File: src/rtl/uart_sched_pkg.sv
// Shared types and frame-timing helpers for the UART link scheduler.
// Default timing constants match a 868-clock bit period with 11-bit frames.
package uart_sched_pkg;

    localparam int DEF_CLKS_PER_BIT = 868;
    localparam int DEF_FRAME_BITS   = 11;
    localparam int DEF_GAP_BITS     = 1;

    typedef enum logic {
        T_IDLE = 1'b0,
        T_WAIT = 1'b1
    } tx_state_t;

    typedef enum logic {
        R_IDLE = 1'b0,
        R_ACK  = 1'b1
    } rx_state_t;

    // Clocks from one Transmit strobe until the next frame may start, gap included.
    function automatic int calcFrameCycles(input int clksPerBit, input int frameBits,
                                           input int gapBits);
        return (frameBits + gapBits) * clksPerBit;
    endfunction

endpackage

File: src/rtl/uart_rr_arbiter.sv
// Round-robin winner search over NUM_REQ requesters.
// The pointer remembers the last winner and only moves when a grant is loaded.
module uart_rr_arbiter
    import uart_sched_pkg::*;
#(
    parameter int NUM_REQ = 4,
    parameter int IDX_W   = (NUM_REQ > 1) ? $clog2(NUM_REQ) : 1
) (
    input  logic               clk,
    input  logic               reset,
    input  logic [NUM_REQ-1:0] req,
    input  logic               load,
    output logic               anyReq,
    output logic [IDX_W-1:0]   winner,
    output logic [NUM_REQ-1:0] grantOneHot
);

    logic [IDX_W-1:0] pointer;

    // Scan offsets from farthest to nearest so the nearest set bit after the pointer wins.
    always_comb begin
        int idx;
        anyReq = |req;
        winner = pointer;
        idx    = 0;
        for (int i = NUM_REQ; i >= 1; i--) begin
            idx = (int'(pointer) + i) % NUM_REQ;
            if (req[IDX_W'(idx)]) begin
                winner = IDX_W'(idx);
            end
        end
    end

    always_comb begin
        grantOneHot         = '0;
        grantOneHot[winner] = anyReq;
    end

    always_ff @(posedge clk or negedge reset) begin
        if (!reset) begin
            pointer <= IDX_W'(NUM_REQ - 1);
        end else if (load) begin
            pointer <= winner;
        end
    end

endmodule

File: src/rtl/uart_link_scheduler.sv
// Shares one UART transmitter among NUM_REQ requesters with frame pacing, and
// services the UART receive interrupt onto a valid/ready consumer port.
module uart_link_scheduler
    import uart_sched_pkg::*;
#(
    parameter int NUM_REQ      = 4,
    parameter int CLKS_PER_BIT = DEF_CLKS_PER_BIT,
    parameter int FRAME_BITS   = DEF_FRAME_BITS,
    parameter int GAP_BITS     = DEF_GAP_BITS
) (
    input  logic                 clk,
    input  logic                 reset,
    input  logic [NUM_REQ-1:0]   ReqValid,
    input  logic [8*NUM_REQ-1:0] ReqData,
    output logic [NUM_REQ-1:0]   ReqGrant,
    output logic                 TxBusy,
    output logic [7:0]           DataToTransmit,
    output logic                 Transmit,
    input  logic                 RxInterrupt,
    input  logic [7:0]           ReceivedData,
    input  logic                 ParityError,
    output logic                 ClearInterrupt,
    output logic                 RxValid,
    output logic [7:0]           RxData,
    output logic                 RxParityErr,
    output logic                 RxOverrun,
    input  logic                 RxReady,
    output tx_state_t            TxState,
    output rx_state_t            RxState
);

    localparam int FRAME_CYCLES = calcFrameCycles(CLKS_PER_BIT, FRAME_BITS, GAP_BITS);
    localparam int CNT_W        = $clog2(FRAME_CYCLES);
    localparam int IDX_W        = (NUM_REQ > 1) ? $clog2(NUM_REQ) : 1;

    logic                 anyReq;
    logic [IDX_W-1:0]     winner;
    logic [NUM_REQ-1:0]   winnerOneHot;
    logic                 txLoad;
    logic [CNT_W-1:0]     frameCnt;

    assign txLoad = (TxState == T_IDLE) && anyReq;

    uart_rr_arbiter #(
        .NUM_REQ (NUM_REQ),
        .IDX_W   (IDX_W)
    ) u_arbiter (
        .clk         (clk),
        .reset       (reset),
        .req         (ReqValid),
        .load        (txLoad),
        .anyReq      (anyReq),
        .winner      (winner),
        .grantOneHot (winnerOneHot)
    );

    always_ff @(posedge clk or negedge reset) begin
        if (!reset) begin
            TxState        <= T_IDLE;
            frameCnt       <= '0;
            ReqGrant       <= '0;
            TxBusy         <= 1'b0;
            DataToTransmit <= 8'h00;
            Transmit       <= 1'b0;
        end else begin
            Transmit <= 1'b0;
            ReqGrant <= '0;
            case (TxState)
                T_IDLE: begin
                    if (anyReq) begin
                        DataToTransmit <= ReqData[{winner, 3'b000} +: 8];
                        Transmit       <= 1'b1;
                        ReqGrant       <= winnerOneHot;
                        TxBusy         <= 1'b1;
                        frameCnt       <= '0;
                        TxState        <= T_WAIT;
                    end
                end
                T_WAIT: begin
                    // Requests are not resampled here; the frame runs to its full length.
                    frameCnt <= frameCnt + 1'b1;
                    if (frameCnt == CNT_W'(FRAME_CYCLES - 1)) begin
                        TxBusy  <= 1'b0;
                        TxState <= T_IDLE;
                    end
                end
                default: TxState <= T_IDLE;
            endcase
        end
    end

    // Consumer port: a byte moves when RxValid and RxReady are both high at a
    // rising edge; RxData/RxParityErr stay stable while RxValid waits for RxReady.
    always_ff @(posedge clk or negedge reset) begin
        if (!reset) begin
            RxState        <= R_IDLE;
            ClearInterrupt <= 1'b0;
            RxValid        <= 1'b0;
            RxData         <= 8'h00;
            RxParityErr    <= 1'b0;
            RxOverrun      <= 1'b0;
        end else begin
            if (RxValid && RxReady) begin
                RxValid   <= 1'b0;
                RxOverrun <= 1'b0;
            end
            case (RxState)
                R_IDLE: begin
                    if (RxInterrupt) begin
                        ClearInterrupt <= 1'b1;
                        RxState        <= R_ACK;
                        if (!RxValid || RxReady) begin
                            RxData      <= ReceivedData;
                            RxParityErr <= ParityError;
                            RxValid     <= 1'b1;
                        end else begin
                            RxOverrun <= 1'b1;
                        end
                    end
                end
                R_ACK: begin
                    if (!RxInterrupt) begin
                        ClearInterrupt <= 1'b0;
                        RxState        <= R_IDLE;
                    end
                end
                default: RxState <= R_IDLE;
            endcase
        end
    end

endmodule

File: config.mk
export PLATFORM = sky130hd
export DESIGN_NAME = uart_link_scheduler
export DESIGN_NICKNAME = d
export VERILOG_FILES = /design/src/rtl/uart_sched_pkg.sv /design/src/rtl/uart_rr_arbiter.sv /design/src/rtl/uart_link_scheduler.sv
export SDC_FILE = /design/constraint.sdc
export NUM_CORES = 1
export LEC_CHECK = 0
export ABC_AREA = 1
export CAP_MARGIN = 20
export CORE_MARGIN = 5
export CORE_UTILIZATION = 50
export CTS_CLUSTER_DIAMETER = 30
export DETAILED_ROUTE_END_ITERATION = 10
export PLACE_DENSITY_LB_ADDON = 0.05
export SYNTH_ARGS = -nofsm -noshare
export SYNTH_HDL_FRONTEND = slang
export SYNTH_SLANG_ARGS = --single-unit
export TNS_END_PERCENT = 100
File: constraint.sdc
create_clock -name clk -period 2.83 [get_ports clk]
set_input_delay 0.283 -clock clk [delete_from_list [all_inputs] [get_ports clk]]
set_output_delay 0.283 -clock clk [all_outputs]
set_load 0.005 [all_outputs]
**Word level (Yosys, flattened, before mapping)**

Index checks and enable logic that the tools add are counted.

- Flip-flop bits (word level): 44
- Word-level logic and storage cells: 84

- $add $sub $neg: 5
- Magnitude comparators: 6
- Eq/ne operators: 5
- Shifts and indexed selects: 1
- Multiplexer cells: 41
- Bitwise operators: 3
- Reductions and logical operators: 10

Operator list:

| operator | count |
|---|---|
| $shiftx A32 B6 Y8 | 1 |
| $pmux W14 S2 | 1 |
| $mux W1 | 25 |
| $lt A2 B4 Y1 const B | 4 |
| $add A14 B1 Y14 const B | 1 |
| $eq A14 B14 Y1 const B | 1 |
| $mux W14 | 1 |
| $bmux W1 S2 | 4 |
| $mux W2 | 4 |
| $mux W4 | 2 |
| $ne A2 B2 Y1 const B | 3 |
| $pmux W1 S2 | 3 |
| $reduce_and A2 Y1 | 3 |
| $add A2 B1 Y2 const B | 2 |
| $add A2 B2 Y2 const B | 2 |
| $and A4 B4 Y4 | 1 |
| $reduce_or A4 Y1 | 1 |
| $logic_and A1 B1 Y1 | 3 |
| $lt A2 B3 Y1 const B | 1 |
| $reduce_and A3 Y1 | 1 |
| $demux W1 S2 | 1 |
| $ge A2 B1 Y1 const B | 1 |
| $ne A2 B1 Y1 const B | 1 |
| $not A1 Y1 | 2 |
| other kinds (2) | 2 |

**Longest topological paths before layout**

Gate-level depths: netlist (run 1).

- Word-level depth: 15
- Gate-level depth with buffers: 17
- Depth with buffers taken out: 15

**Hierarchy**

A second synthesis (run 1) with hierarchy kept.

- Cell total of the unflattened synthesis: 340
- Area total of the unflattened synthesis: 2,481.1 um^2

By module, submodules not included:

| module | times used | cells each | area each (um^2) | sequential area each (um^2) |
|---|---|---|---|---|
| uart_link_scheduler | 1 | 281 | 2,157.1 | 1,051.0 |
| uart_rr_arbiter | 1 | 59 | 324.1 | 52.6 |

**Worst setup path after synthesis (run 1)**

No wires, ideal clock.

- Path type: register -> register
- Start point: reg u_arbiter.pointer[0]
- End point: reg DataToTransmit[0]
- Library setup time: 0.116 ns
- Arrival time: 1.625 ns
- Required time: 2.714 ns
- Slack: 1.089 ns
- Cell stages (with the launch flop): 16
- Path buffers: 2
- Path through: dfstp_2 buf_6 inv_8 nand2_2 nand2_2 nand2_2 nand2_2 nand2_4 nand3_4 nand2_8 buf_12 nand2_2 nand3_1 nand2_1 nand2_1 nand2_1

- Word-level cells in the longest chain between the ends: 9

Ends and longest elaborated chain:

| item | RTL line | text |
|---|---|---|
| start: declaration | uart_rr_arbiter.sv:18 | `logic [IDX_W-1:0] pointer;` |
| start signal: assignment | uart_rr_arbiter.sv:41 | `pointer <= IDX_W'(NUM_REQ - 1);` |
| start signal: assignment | uart_rr_arbiter.sv:43 | `pointer <= winner;` |
| $add A2 B1 Y2 | uart_rr_arbiter.sv:27 | `idx = (int'(pointer) + i) % NUM_REQ;` |
| $bmux W1 S2 | uart_rr_arbiter.sv:28 | `if (req[IDX_W'(idx)]) begin` |
| $mux W1 (implied by the code) (2 in a row) | uart_rr_arbiter.sv:28 |  |
| $mux W2 (3 in a row) | uart_rr_arbiter.sv:28 |  |
| $mux W2 * | uart_rr_arbiter.sv:28 |  |
| $shiftx A32 B6 Y8 * | uart_link_scheduler.sv:71 | `DataToTransmit <= ReqData[{winner, 3'b000} +: 8];` |
| end signal: assignment | uart_link_scheduler.sv:71 |  |
| end: declaration | uart_link_scheduler.sv:17 | `output logic [7:0] DataToTransmit,` |

Mark *: on every way between the ends. The rest lies on a longest branch, timed or not. The select of a mux whose other input is x is not followed.
A chain may end at the register's enable or synchronous reset.

**Worst setup path in the final report (run 1)**

- Start point: reg u_arbiter.pointer[0]
- End point: reg DataToTransmit[4]

The elaborated chain is that of the path after synthesis.

==> summary.txt, run 1 <==
Clocking
  – H-tree Lvls: 2
  – TritonCTS clock tree: done
  – Clk sinks: 44
  – Clock-pin slew on the worst setup and hold paths: around 0.080 ns
  – Clock Tree Buf Depth: 2
  – Hold_buf cts: 0
  – Total setup buffers inserted after CTS: 0
  – CTS Root Cell: clkbuf_8
  – Post-CTS resize count: 0
  – CTS buffer count: 5
  – Skew-Pair Late Insertion Delay: 0.29 ns

Global routing
  – Total GRT Usage: 0.183
  – First-pass GRT wire length: about 9400 um
  – GRT overflow: 0
  – Initial antenna violation count: 0
  – Number of global-route vias before repair: 2142
  – Pin count of the biggest net entering global routing: 45

Floorplan
  – CORE AREA: between 0.004 and 0.005 sq mm
  – DIE HEIGHT: a little over 80 um
  – Site Rows: 25
  – Initial core utilization: 0.522
  – DIE AREA: between 0.006 and 0.007 sq mm
  – I/O Pins: 77
  – Die width: between 80 and 90 um

Worst setup path
  – Critical path launch point type: flop
  – Setup Crit Path Kind: reg2reg
  – CP bufs+invs: 1
  – CP Max Fanout: 18
  – Arr. time, crit path: 2.22 ns
  – Slowest cell on the critical path: dfstp_2
  – Critical path's top delay family: simple AND/OR/NAND/NOR gates
  – Crit. End Element: flop
  – CP peak stage delay: between 0.7 and 0.8 ns
  – Critical Path RT: 3.01 ns
  – Worst path cell trace: inv_8, nand2_2, nand2_2, nand2_2, nand2_2, nand2_4, nand3_4, nand2_8, nand2_1, nand3_1, nand2_1, nand2_1, nand2_1

Finish
  – # nets final: between 400 and 500
  – Commonest non-fill, non-tap cell in the layout: clkdlybuf4s50_1
  – Non-Filler Instances: 458
  – Most frequent cells in the layout: clkdlybuf4s50_1, nand2_1, inv_1, dfrtp_1, nand3_1
  – Fraction of layout cells with a size suffix above 1: 0.141
  – Fill count: 416
  – Area added between synthesis and finish: 36.0%
  – ANT cells: 0

Power and ir drop
  – Peak VDD IR: about 0.43 mV
  – Leak pwr: approximately 1.7 nW
  – Power Density: around 900 mW/mm^2

STA
  – Layout Skew: ~0.0081 ns
  – Crit path time final: roughly 2 ns
  – RSZ-0062 raised after global routing: false
  – Hold Fails Final Rpt: 0
  – Setup violations, final: 0
  – Max Fclk: approximately 490 MHz
  – Worst slew pin tran: between 0.9 and 1 ns
  – Final slew viol count: 0
  – Relative slew slack: 0.375
  – Final Cycle Share: 0.720
  – TNS Setup: 0 ns

Drt
  – Post-route DRC: 0
  – WL per Instance: approximately 12 um
  – Total Wirelength: 5510 um
  – Detail Route Antenna Nets: 0
  – Initial DRT Pass Iterations: 4
  – Via count: between 2000 and 2500
  – Routed vias/inst: about 4.9
  – Iteration-0 DRC Markers: 104

Flow run
  – Max Cap Viol: 0

Placement
  – RD Place Congestion: between 0.8 and 0.9
  – # port buffers: 76
  – DP Cell Count: 450
  – Hpwl dp: about 4300 um

Logic synthesis
  – Synth Area per Inst: 8.01 sq um
  – Top cells by area, synth: dfrtp_1, nand2_1, nand3_1
  – Synth warn: 0
  – Register area share after synthesis: 0.439
  – Post-synthesis instance area: approximately 0.0025 sq mm
  – Syn Inst Count: about 310
  – Yosys cell types: 34
  – Number of synthesized register bits: 44
  – Syn nets: around 360
  – Yosys top cell by area: dfrtp_1
  – Yosys top cell area share: 0.418

Run status
  – Status: finished, final reports clean

Min path
  – Worst hold path type: in2async
-- flip-flops by register name (all words and copies together) (netlist names) --
| signal | flops |
|---|---|
| ClearInterrupt | 1 |
| DataToTransmit | 8 |
| ReqGrant | 4 |
| RxData | 8 |
| RxOverrun | 1 |
| RxParityErr | 1 |
| RxState | 1 |
| RxValid | 1 |
| Transmit | 1 |
| TxBusy | 1 |
| TxState | 1 |
| frameCnt | 14 |
| u_arbiter.pointer | 2 |
-- cells in the mapped netlist, drive strengths merged --
cell / number
nand2: 99
a21oi: 9
nand4: 2
ha: 1
and2: 1
o21ai: 8
clkbuf: 1
a41oi: 1
nor3b: 1
nor4: 3
mux2: 9
dfstp: 2
or2: 1
dfrtp: 42
o21a: 2
nand3: 41
buf: 7
inv: 56
nor2: 20
a22oi: 1
a22o: 1
clkinv: 1
nor3: 4
o22ai: 1
-- per-stage QoR --
step	setup slack, ns	cell area, sq um	util	total power, mW	hold slack (ns)
3_3_place_gp	0.717	3290	0.683	2.54	0.459
4_1_cts	0.792	3420	0.710	3.13	0.169
2_1_floorplan	1.09	2510	-	2.21	-0.0126
5_1_grt	0.626	3420	0.710	3.37	0.210
3_5_place_dp	0.698	3290	0.683	2.56	0.468
6_report	0.793	3420	0.710	3.10	0.130
-- path summary, 6_finish.rpt --
kind | from | to | slack, ns | depth (start not counted)
worst max-delay path | u_arbiter.pointer[0] | DataToTransmit[4] | 0.79 | 13
worst min-delay path | reset | ReqGrant[1] | 0.13 | 1
worst max register to register | u_arbiter.pointer[0] | DataToTransmit[4] | 0.79 | 13
worst min register to register | frameCnt[12] | frameCnt[12] | 0.48 | 1
max in group asynchronous | reset | frameCnt[3] | 2.11 | 1
min in group clk | RxInterrupt | RxState | 0.44 | 1
-- layer usage --
layer / vias to the layer above / share of wire / global-route usage
met5: - / 0 / 0
met1: 1049 / 0.42 / 0.229
li1: 1133 / - / -
met4: 0 / 0.012 / 0.0456
met2: 60 / 0.48 / 0.299
met3: 7 / 0.091 / 0.0710
-- cell families after synthesis --
group           synth area share
compound gates            0.0522
fa+ha+maj                0.00497
buf+inv                    0.119
flops                      0.439
mux                       0.0403
simple gates               0.344
-- area by class of cell --
cell class,count,area (sq um),share of cell area
multi-input combinational,205,1110,0.325
clock buffer,6,72.6,0.0212
timing repair buffer,77,763,0.223
clock inverter,2,60.1,0.0176
inverter,57,226,0.0662
sequential,44,1100,0.323
tap,67,83.8,0.0245
-- report_power, final --
group	total [mW]	switching [mW]	internal, mW	leakage, nW
Sequential	0.927	0.135	0.791	0.548
Clock	0.562	0.209	0.353	0.0654
Combinational	1.61	0.938	0.673	1.06
Note: power is estimated with default switching activity, not from simulation.
==> run 2, diff against run 1 <==
CORE_UTILIZATION = 42   (was 50)
clock period = 1.81 ns   (was 2.83 ns; I/O delays follow)
==> run 2 against run 1 <==
The flow now finishes with violations (negative setup slack). Worst hold slack better by 0.23 ns. Fmax up 11%. Cell area grew 8.7%. Sequential cell count stayed put. Register-to-register slack got worse by 0.82 ns. Total power is 75% higher. Die area increased by 17%. Clock skew down 0.0051 ns. Non-clock buffer count is 18 higher. Sequential share of layout area fell by 2.6 points. Wire length up 6.2%. Sequential power grew 55%.
==> summary.txt, run 2 (same netlist as run 1, synthesis figures left out) <==
STA
  – Worst setup margin: -0.0231 ns
  – Final Cycle Share: 1.01
  – RSZ-0062 raised after global routing: true
  – Worst slew pin tran: ~0.52 ns
  – Relative slew slack: 0.651
  – Min Hold Slack: 0.361 ns
  – Layout Skew: approximately 0.0030 ns
  – Max Fclk: between 500 and 600 MHz
  – Crit path time final: between 1.5 and 2 ns
  – Hold Fails Final Rpt: 0
  – Setup violations, final: 8
  – Final slew viol count: 0

Finish
  – Fraction of layout cells with a size suffix above 1: 0.220
  – Commonest non-fill, non-tap cell in the layout: clkdlybuf4s50_1
  – Max FFs per register: 14
  – Non-Filler Instances: between 400 and 500
  – Most frequent cells in the layout: clkdlybuf4s50_1, nand2_1, inv_1, dfrtp_1, nand3_1
  – Top Registers: frameCnt x14, DataToTransmit x8, RxData x8
  – Most flops, register: frameCnt
  – ANT cells: 0
  – Area added between synthesis and finish: 47.9%
  – # nets final: 462
  – Final core occ: 0.632
  – Post-route cell area: around 0.0037 sq mm

Run status
  – Failing checks: negative setup slack
  – Status: finished with violations

Floorplan
  – DIE AREA: ~0.0076 sq mm
  – CORE AREA: roughly 0.0059 sq mm
  – DIE HEIGHT: approximately 87 um
  – Site Rows: 28
  – Die width: around 87 um
  – I/O Pins: 77
  – Initial core utilization: 0.427

Drt
  – Total Wirelength: roughly 6000 um
  – Initial DRT Pass Iterations: 5
  – Met3 WL: approximately 300 um
  – Post-route DRC: 0
  – Max layer used: met4
  – Detail Route Antenna Nets: 0
  – Met1 wire length: 2460 um
  – Via count: 2288
  – WL per Instance: around 12 um
  – Iteration-0 DRC Markers: 81
  – Routed vias/inst: approximately 4.7
  – Met2 routed WL: between 3000 and 4000 um

Min path
  – Worst hold path type: in2reg

Placement
  – DP Cell Count: 470
  – Hpwl dp: about 4400 um
  – RD Place Congestion: 0.872
  – # port buffers: 76
  – Pre-CTS setup slack: -0.0715 ns
  – Area after DPL: between 0.003 and 0.004 sq mm

Flow run
  – Max Cap Viol: 0

Worst setup path
  – Critical Path RT: around 2.0 ns
  – Critical path launch point type: flop
  – Setup Crit Path Kind: reg2reg
  – CP Max Fanout: 8
  – Arr. time, crit path: around 2.0 ns
  – Crit. End Element: flop

Global routing
  – Total GRT Usage: 0.150
  – Number of global-route vias before repair: ~2100
  – Initial antenna violation count: 0
  – First-pass GRT wire length: about 9000 um
  – GRT overflow: 0
  – Pin count of the biggest net entering global routing: 24

Clocking
  – Skew-Pair Late Insertion Delay: between 0.2 and 0.3 ns
  – Clock-pin slew on the worst setup and hold paths: around 0.080 ns
  – Clk sinks: 44
  – H-tree Lvls: 2
  – CTS buffer count: 5
  – TritonCTS clock tree: done
  – CTS Root Cell: clkbuf_8
  – Clock Tree Buf Depth: 2

Power and ir drop
  – Power Density: roughly 1500 mW/mm^2
  – Leak pwr: approximately 1.8 nW
  – Peak VDD IR: ~1.6 mV
## run 2: final cells by class
| type | count | area, sq um |
|---|---|---|
| clock buffers | 8 | 100 |
| well taps | 75 | 93.8 |
| multi-input cells | 209 | 1240 |
| inverters | 57 | 229 |
| repair buffers | 95 | 955 |
| flip-flops and latches | 44 | 1100 |
| fillers | 518 | 2170 |
## run 2: critical path, cell delays in order, from the launching register on
cell     delay, ns
dfstp_2       0.67
inv_8         0.08
nand2_2       0.07
nand2_2       0.07
nand2_2       0.06
nand2_2       0.06
nand2_4       0.10
nand3_4       0.10
buf_12        0.16
nand2_8       0.09
nand2_2       0.05
nand3_1       0.06
nand2_1       0.05
nand2_1       0.06
nand2_1       0.05
## run 2: metrics by stage
stage               TNS, ns  power [mW]
global route          -1.48        5.89
floorplan                 0        3.46
detailed placement   -0.518        4.20
global placement     -0.159        4.17
finish               -0.115        5.44
CTS                 -0.0981        4.94
## run 2: layer usage
layer  vias up  global-route usage
li1       1186                   -
met1      1038               0.178
met2        56               0.264
met3         8              0.0341
met4         0              0.0558
met5         -                   0
## run 2: final timing paths
path,startpoint,endpoint,slack [ns],cells past startpoint
setup / recovery,u_arbiter.pointer[0],DataToTransmit[1],-0.02,14
hold / removal,RxInterrupt,RxState,0.36,1
setup reg to reg,u_arbiter.pointer[0],DataToTransmit[1],-0.02,14
hold reg to reg,frameCnt[12],frameCnt[12],0.47,1
max in group asynchronous,reset,u_arbiter.pointer[1],0.84,3
min in group asynchronous,reset,frameCnt[6],0.40,2
## run 2: timing repair
| action | CTS | global route |
|---|---|---|
| hold buffers | 1 | 0 |
| hold endpoints to repair | 21 | 0 |
| setup endpoints to repair | 8 | 13 |
| cloned | 1 | 3 |
| resized for setup | 1 | 21 |
| setup buffers | 1 | 4 |
| pin swaps | 1 | 1 |
## run 2: report_power, final
group | switching [mW] | internal [mW] | leakage, nW
Sequential | 0.198 | 1.24 | 0.548
Clock | 0.308 | 0.348 | 0.0515
Combinational | 1.82 | 1.53 | 1.22
==> run 3, diff against run 2 <==
==> constraint.sdc (replaced) <==
create_clock -name clk -period 1.81 [get_ports clk]
set_input_delay 0.2715 -clock clk [delete_from_list [all_inputs] [get_ports clk]]
set_output_delay 0.2715 -clock clk [all_outputs]
set_load 0.005 [all_outputs]
==> run 3 against run 2 <==
The run still ends with negative setup slack left. Sequential share of layout area down 1.6 points. Utilization up 3.7 points. Sequential cell count unchanged. Fmax down 4.5%. Largest cell class unchanged. Highest routed layer unchanged.
==> summary.txt, run 3 (same netlist as run 1, synthesis figures left out) <==
Placement
  – DP Cell Count: ~470
  – Hpwl dp: about 4400 um
  – Pre-CTS setup slack: -0.153 ns
  – Area after DPL: around 0.0035 sq mm
  – # port buffers: 76
  – RD Place Congestion: between 0.8 and 0.9

Clocking
  – Skew-Pair Late Insertion Delay: roughly 0.29 ns
  – Clk sinks: between 40 and 50
  – H-tree Lvls: 2
  – Clock-pin slew on the worst setup and hold paths: about 0.080 ns
  – CTS Root Cell: clkbuf_8
  – CTS buffer count: 5
  – TritonCTS clock tree: done
  – Clock Tree Buf Depth: 2

Drt
  – Iteration-0 DRC Markers: 54
  – Post-route DRC: 0
  – Routed vias/inst: approximately 4.7
  – WL per Instance: 12.6 um
  – Via count: ~2400
  – Initial DRT Pass Iterations: 4
  – Detail Route Antenna Nets: 0
  – Total Wirelength: about 6300 um

Finish
  – Post-route cell area: around 0.0039 sq mm
  – Commonest non-fill, non-tap cell in the layout: clkdlybuf4s50_1
  – Fraction of layout cells with a size suffix above 1: 0.303
  – Non-Filler Instances: about 500
  – ANT cells: 0
  – # nets final: between 400 and 500
  – Most flops, register: frameCnt
  – Most frequent cells in the layout: clkdlybuf4s50_1, nand2_1, inv_1, dfrtp_1, nand3_2
  – Area added between synthesis and finish: 56.4%
  – Max FFs per register: 14
  – Final core occ: 0.668
  – Top Registers: frameCnt x14, DataToTransmit x8, RxData x8

STA
  – Hold Fails Final Rpt: 0
  – Relative slew slack: 0.651
  – Worst setup margin: -0.110 ns
  – RSZ-0062 raised after global routing: true
  – Worst slew pin tran: ~0.52 ns
  – Final slew viol count: 0
  – Setup violations, final: 8
  – Min Hold Slack: around 0.46 ns
  – Final Cycle Share: 1.06
  – TNS Setup: -0.719 ns
  – Layout Skew: between 0.005 and 0.006 ns
  – Max Fclk: 521 MHz
  – Crit path time final: roughly 1.9 ns

Min path
  – Worst hold path type: in2reg
  – HP Start: RxInterrupt
  – Hold depth: 1
  – Hold Path End: RxState

Power and ir drop
  – Leak pwr: roughly 1.9 nW
  – Power Density: around 1600 mW/mm^2
  – Power Total: roughly 6 mW
  – Peak VDD IR: approximately 1.7 mV

Worst setup path
  – Critical path launch point type: flop
  – R2R Path Start: u_arbiter.pointer[0]
  – Critical Path RT: ~2 ns
  – Setup Crit Path Kind: reg2reg
  – Reg2Reg Depth: 14
  – RR Endpoint: DataToTransmit[6]
  – Arr. time, crit path: about 2.1 ns
  – Crit. End Element: flop
  – R2r setup slk: -0.11 ns
  – CP Max Fanout: 8

Global routing
  – GRT overflow: 0
  – Number of global-route vias before repair: 2142
  – Met1 Usage GRT: 0.188
  – Busiest grt layer: met2
  – GRT met3 Usage: 0.0322
  – Pin count of the biggest net entering global routing: 24
  – Initial antenna violation count: 0
  – First-pass GRT wire length: 9360 um
  – Global Route met2 Usage: 0.264
  – Total GRT Usage: 0.153

Run status
  – Status: finished with violations
  – Failing checks: negative setup slack

Flow run
  – Max Cap Viol: 0

Floorplan
  – Site Rows: 28
  – Die width: between 80 and 90 um
  – CORE AREA: approximately 0.0059 sq mm
  – DIE HEIGHT: a little under 90 um
  – Initial core utilization: 0.427
  – DIE AREA: between 0.007 and 0.008 sq mm
  – I/O Pins: 77
[run 3: final cells by class]
class / count / area, sq um
Fill cell: 508 / 1950
Multi-Input combinational cell: 206 / 1320
Sequential cell: 44 / 1100
Timing Repair Buffer: 108 / 1070
Inverter: 57 / 229
Tap cell: 75 / 93.8
Clock buffer: 6 / 72.6
Clock inverter: 2 / 35.0
[run 3: worst max path at each step]
stage | startpoint | endpoint | slack [ns] | cells past startpoint
after CTS | u_arbiter.pointer[0] | DataToTransmit[6] | -0.04 | 15
after detailed placement | ReqValid[3] | DataToTransmit[0] | -0.15 | 15
after global routing | u_arbiter.pointer[0] | DataToTransmit[3] | -0.24 | 15
after global placement | ReqValid[3] | DataToTransmit[1] | -0.12 | 15
final | u_arbiter.pointer[0] | DataToTransmit[6] | -0.11 | 14
after floorplan | u_arbiter.pointer[0] | DataToTransmit[0] | 0.07 | 15
[run 3: per-layer routing]
metal  share of wire  wire, um
met1            0.43      2710
met2            0.51      3190
met3           0.047       294
met4           0.013        84
met5               0         0
[run 3: worst max-delay path: stages (launching register included)]
cell       delay (ns)
dfstp_2          0.67
inv_8            0.08
nand2_2          0.06
nand2_1          0.05
nand2_1          0.07
nand2_2          0.06
inv_2            0.07
nand2_4          0.07
nand3_4          0.17
clkbuf_16        0.19
nand3_2          0.07
nand3_1          0.08
nand2_1          0.06
nand2_1          0.06
nand2_1          0.05
[run 3: timing repair]
item	4_1_cts	5_1_grt
hold buffers	1	0
gates cloned	1	2
resized for setup	1	46
pin swaps	3	43
endpoints found under the setup margin	9	14
endpoints found under the hold margin	21	0
setup buffers	1	11
[run 3: where the power goes]
part	internal [mW]	leakage [nW]	total [mW]	switching, mW
clock network	0.410	0.0552	0.733	0.324
logic	1.87	1.31	3.93	2.06
registers	1.24	0.548	1.44	0.200
total	3.52	1.91	6.10	2.58
